### src/rtl/pipeline_sequencer.sv
// Pipeline bubble, halt-drain and bus wait-state controller for the two-stage core.
// Optional PIPE_STATS_EN adds saturating NOP / stall cycle counters as extra outputs.
module pipeline_sequencer #(
    parameter int CF_BUBBLES   = 1,
    parameter int HALT_DRAIN   = 4,
    parameter int WAIT_TIMEOUT = 16
) (
    input  logic        clock,
    input  logic        reset,
    input  logic        memory_access_cycle,
    input  logic        control_flow_start_cycle,
    input  logic        halting,
    input  logic        bus_cycle_active,
    input  logic        bus_ready,
    output logic        insert_nop,
    output logic        pc_inc,
    output logic        stall,
    output logic        halted,
    output logic        timeout_error,
    output logic [1:0]  fsm_state
`ifdef PIPE_STATS_EN
    ,
    output logic [31:0] stat_nop_cycles,
    output logic [31:0] stat_stall_cycles
`endif
);

    localparam int BW = $clog2(CF_BUBBLES + 1);
    localparam int HW = $clog2(HALT_DRAIN + 1);
    localparam int WW = $clog2(WAIT_TIMEOUT + 1);

    localparam logic [BW-1:0] BUB_LOAD  = BW'(CF_BUBBLES);
    localparam logic [BW-1:0] BUB_ONE   = BW'(1);
    localparam logic [HW-1:0] HALT_LAST = HW'(HALT_DRAIN - 1);
    localparam logic [HW-1:0] HALT_MAX  = HW'(HALT_DRAIN);
    localparam logic [WW-1:0] WAIT_LAST = WW'(WAIT_TIMEOUT - 1);
    localparam logic [WW-1:0] WAIT_MAX  = WW'(WAIT_TIMEOUT);

    typedef enum logic [1:0] {
        ST_RUN     = 2'd0,
        ST_BUBBLE  = 2'd1,
        ST_HALTED  = 2'd2,
        ST_FAULT   = 2'd3
    } state_t;

    state_t          state;
    logic [BW-1:0]   bubble_cnt;
    logic [HW-1:0]   halt_cnt;
    logic [WW-1:0]   wait_cnt;
    logic            wait_now;
    logic            run_nop;

    assign wait_now  = bus_cycle_active & ~bus_ready;
    assign run_nop   = memory_access_cycle | control_flow_start_cycle | halting;
    assign fsm_state = state;

    // Outputs follow the registered state; reset forces a NOP with the PC held still.
    always_comb begin
        insert_nop = 1'b1;
        pc_inc     = 1'b0;
        stall      = 1'b0;
        if (reset) begin
            unique case (state)
                ST_RUN: begin
                    stall      = wait_now;
                    insert_nop = run_nop;
                    pc_inc     = ~run_nop & ~wait_now;
                end
                ST_BUBBLE: stall = wait_now;
                ST_HALTED: stall = 1'b0;
                ST_FAULT:  stall = 1'b1;
                default:   stall = 1'b0;
            endcase
        end
    end

    // A stalled cycle only advances the wait counter; everything else is frozen.
    // Later assignments to state win, so HALTED overrides a same-edge BUBBLE entry.
    always_ff @(posedge clock) begin
        if (!reset) begin
            state         <= ST_RUN;
            bubble_cnt    <= '0;
            halt_cnt      <= '0;
            wait_cnt      <= '0;
            halted        <= 1'b0;
            timeout_error <= 1'b0;
        end else begin
            unique case (state)
                ST_RUN, ST_BUBBLE: begin
                    if (wait_now) begin
                        if (wait_cnt == WAIT_LAST) begin
                            state         <= ST_FAULT;
                            timeout_error <= 1'b1;
                        end
                        if (wait_cnt != WAIT_MAX)
                            wait_cnt <= wait_cnt + 1'b1;
                    end else begin
                        wait_cnt <= '0;
                        if (state == ST_BUBBLE) begin
                            if (bubble_cnt <= BUB_ONE) begin
                                state      <= ST_RUN;
                                bubble_cnt <= '0;
                            end else begin
                                bubble_cnt <= bubble_cnt - 1'b1;
                            end
                        end else if (control_flow_start_cycle) begin
                            state      <= ST_BUBBLE;
                            bubble_cnt <= BUB_LOAD;
                        end
                        if (halting) begin
                            if (halt_cnt == HALT_LAST) begin
                                state  <= ST_HALTED;
                                halted <= 1'b1;
                            end
                            if (halt_cnt != HALT_MAX)
                                halt_cnt <= halt_cnt + 1'b1;
                        end
                    end
                end
                ST_HALTED: state <= ST_HALTED;
                ST_FAULT:  state <= ST_FAULT;
                default:   state <= ST_RUN;
            endcase
        end
    end

`ifdef PIPE_STATS_EN
    always_ff @(posedge clock) begin
        if (!reset) begin
            stat_nop_cycles   <= '0;
            stat_stall_cycles <= '0;
        end else if (!halted && !timeout_error) begin
            if (insert_nop && stat_nop_cycles != 32'hFFFF_FFFF)
                stat_nop_cycles <= stat_nop_cycles + 32'd1;
            if (stall && stat_stall_cycles != 32'hFFFF_FFFF)
                stat_stall_cycles <= stat_stall_cycles + 32'd1;
        end
    end
`endif

endmodule

### config.mk
export PLATFORM = sky130hd
export DESIGN_NAME = pipeline_sequencer
export DESIGN_NICKNAME = d
export VERILOG_FILES = /design/src/rtl/pipeline_sequencer.sv
export SDC_FILE = /design/constraint.sdc
export NUM_CORES = 1
export LEC_CHECK = 0
export ABC_AREA = 1
export CAP_MARGIN = 40
export CORE_AREA = 8 8 45 47
export CTS_BUF_LIST = sky130_fd_sc_hd__clkbuf_4 sky130_fd_sc_hd__clkbuf_8
export DETAILED_ROUTE_END_ITERATION = 7
export DIE_AREA = 0 0 53 55
export GPL_ROUTABILITY_DRIVEN = 0
export PLACE_DENSITY = 0.81
export SETUP_SLACK_MARGIN = 0.2
export SLEW_MARGIN = 0
export SYNTH_ARGS = -nofsm -noshare
export SYNTH_HDL_FRONTEND = slang
export SYNTH_SLANG_ARGS = --single-unit
### constraint.sdc
create_clock -name clock -period 2.8 [get_ports clock]
set_clock_uncertainty 0.2 [all_clocks]
set_input_delay 0.56 -clock clock [delete_from_list [all_inputs] [get_ports clock]]
set_output_delay 0.56 -clock clock [all_outputs]
set_load 0.01 [all_outputs]
==> metrics.cfg <==
[grt]
grt_use_total_pct=13.0
gr-total-overflow=0
grt_pass1_wl_mm=2.76
first_global_vias=668
antenna_found_initial=0
grt_max_degree=10

[sta]
worst_pin_slew_ns=0.315
setup_viol=0
max_freq_mhz=411
relSlewSlack_pct=78.9
final_hold_viol_count=0
slew_violations=0
rsz0062_at_grt=no
setup_tns_ns=0
hold_slack_ns=0.277
period_minus_slack_ns=2.43
period_share_pct=86.9
setup_slack_ns=0.366

[clock_tree]
clk_pin_slew_worst_paths_ns=0.07
cts_setup_buffers=0
clk_latency_ns=0.27
cts.sinks=12
cts_tree=done
cts_buffers=3
htree_levels=1
cts_hold_buf=0
clk_path_buf_depth=2
cts-root-buf=clkbuf_4

[worst_setup_path]
r2r_slack_ns=1.18
cp.arrival_ns=1.67
crit_end=stall
r2r-end=wait_cnt[4]
critPathRequiredTime_ns=2.04
r2r_cells=6
crit_path_start=bus_ready
reg2reg_from=wait_cnt[1]
cp_max_fo=2
end_kind=output port
critPathKind=input port to output port
critPathLaunchType=input port

[routing]
postRouteWirelength_mm=1.61
avgRoutedWirePerCell_um=12.2
vias=678
drt_pass1_iterations=4
drtIter0Drc=9
antenna_left=0
drc=0
vias_per_cell=5.14

[yosys]
syn_area_per_cell_um2=7.29
seq_area_frac_synth_pct=34.3
synth_area_um2=699
synth.distinct_cells=20
yosysWarnings=0
synth_area_leader_cell=dfxtp_1
synthTopCellsByArea=dfxtp_1 (34%), ha_1 (11%), nand2_1 (8.1%)
syn_inst=96
synth_top_cell_area_share_pct=34.3
synthesis.nets=109
ys_seq_elements=12

[finish]
layoutNonFillerInstCount=132
mostFrequentLayoutCell=nand2_1
fin_util_pct=65.6
syn2layout_area_growth_pct=29.9
fin_nets=130
antenna_cells=0
drive_gt1_share_pct=16.4
final_cell_mix=nand2_1 (15), inv_1 (13), nor2_1 (13)

[floorplan]
die_w_um=53
die_y_um=55
core_um2=1380
fp-row-count=14
initial_core_util_pct=50.5
die_area_um2=2920
io_pins=14

[placement]
portBuffers=13
dp_hpwl_mm=1.22
placedCellCount=128
dp_worst_setup_slack_ns=0.0772

[pwr]
p_per_area_nw_per_um2=435
ir_worst_vdd_uv=328
power_leakage_nw=0.393

[run]
cap_violations=0

[worst_hold_path]
min_path_type=flop to flop

[status]
status=complete, no violations

## synthesized netlist by cell type (all sizes together)
cell type,number
nand2,19
ha,6
nand3b,1
dfxtp,12
nor2,16
nand3,5
inv,16
o21ai,4
a21oi,9
nand4,2
nor3,3
clkinv,1
o21a,2
## final cells by class
type / count / area (um2)
Clock buffer: 4 / 36.3
Fill cell: 129 / 475
Inverter: 17 / 63.8
Multi-Input combinational cell: 67 / 395
Sequential cell: 12 / 240
Tap cell: 16 / 20.0
Timing Repair Buffer: 16 / 153
## metrics by stage
stage	total power, mW	cell area (um2)
5_1_grt	0.420	908
3_5_place_dp	0.262	872
6_report	0.395	908
2_1_floorplan	0.231	699
4_1_cts	0.402	906
3_3_place_gp	0.260	872
## state kept, by name, summed over array words and instances (netlist names), named ones only
| name | count |
|---|---|
| halted | 1 |
| timeout_error | 1 |
| fsm_state | 1 |
| wait_cnt | 5 |
| halt_cnt | 3 |
## what timing repair did
action                                  4_1_cts  5_1_grt
endpoints found under the hold margin         0        0
resized for setup                             2        1
endpoints found under the setup margin        2        1
pin swaps                                     0        0
## critical path, cell delays in order
cell and delay [ns]:
clkdlybuf4s50_1 0.44, inv_2 0.07, nand2_2 0.05, a21oi_1 0.16, o21a_1 0.14, dlygate4sd2_1 0.26
## logic make-up (layout without fill, tap and decap cells)
group,after synthesis,in the layout,synth area share (%)
simple gates,46,46,33.8
buf+inv,17,37,9.12
compound gates,15,15,12.0
flops,12,12,34.3
fa+ha+maj,6,6,10.7
## how the worst min path moves through the flow
stage	from	to	slack, ns	cells after the start
after detailed placement	halted	halted	0.26	1
after global routing	wait_cnt[4]	wait_cnt[4]	0.31	2
after floorplan	halt_cnt[0]	halt_cnt[0]	0.25	1
final	halted	halted	0.28	1
after CTS	halted	halted	0.28	1
after global placement	halted	halted	0.25	1
## report_power, final
group	internal (mW)	leakage (nW)	total, mW	switching [mW]
combinational	0.0330	0.274	0.0716	0.0385
sequential	0.179	0.0978	0.186	0.00730
clock	0.0791	0.0210	0.137	0.0581
## routing by layer
layer / vias to the layer above / part of all wire [%] / track usage, % / routed length (um)
met1: 305 / 42 / 12.7 / 681
met5: - / 0 / 0 / 0
met4: 0 / 3.7 / 10.3 / 59
met3: 8 / 8.8 / 4.81 / 141
met2: 18 / 45 / 21.9 / 725
li1: 347 / - / - / -
Note: power is estimated with default switching activity, not from simulation.
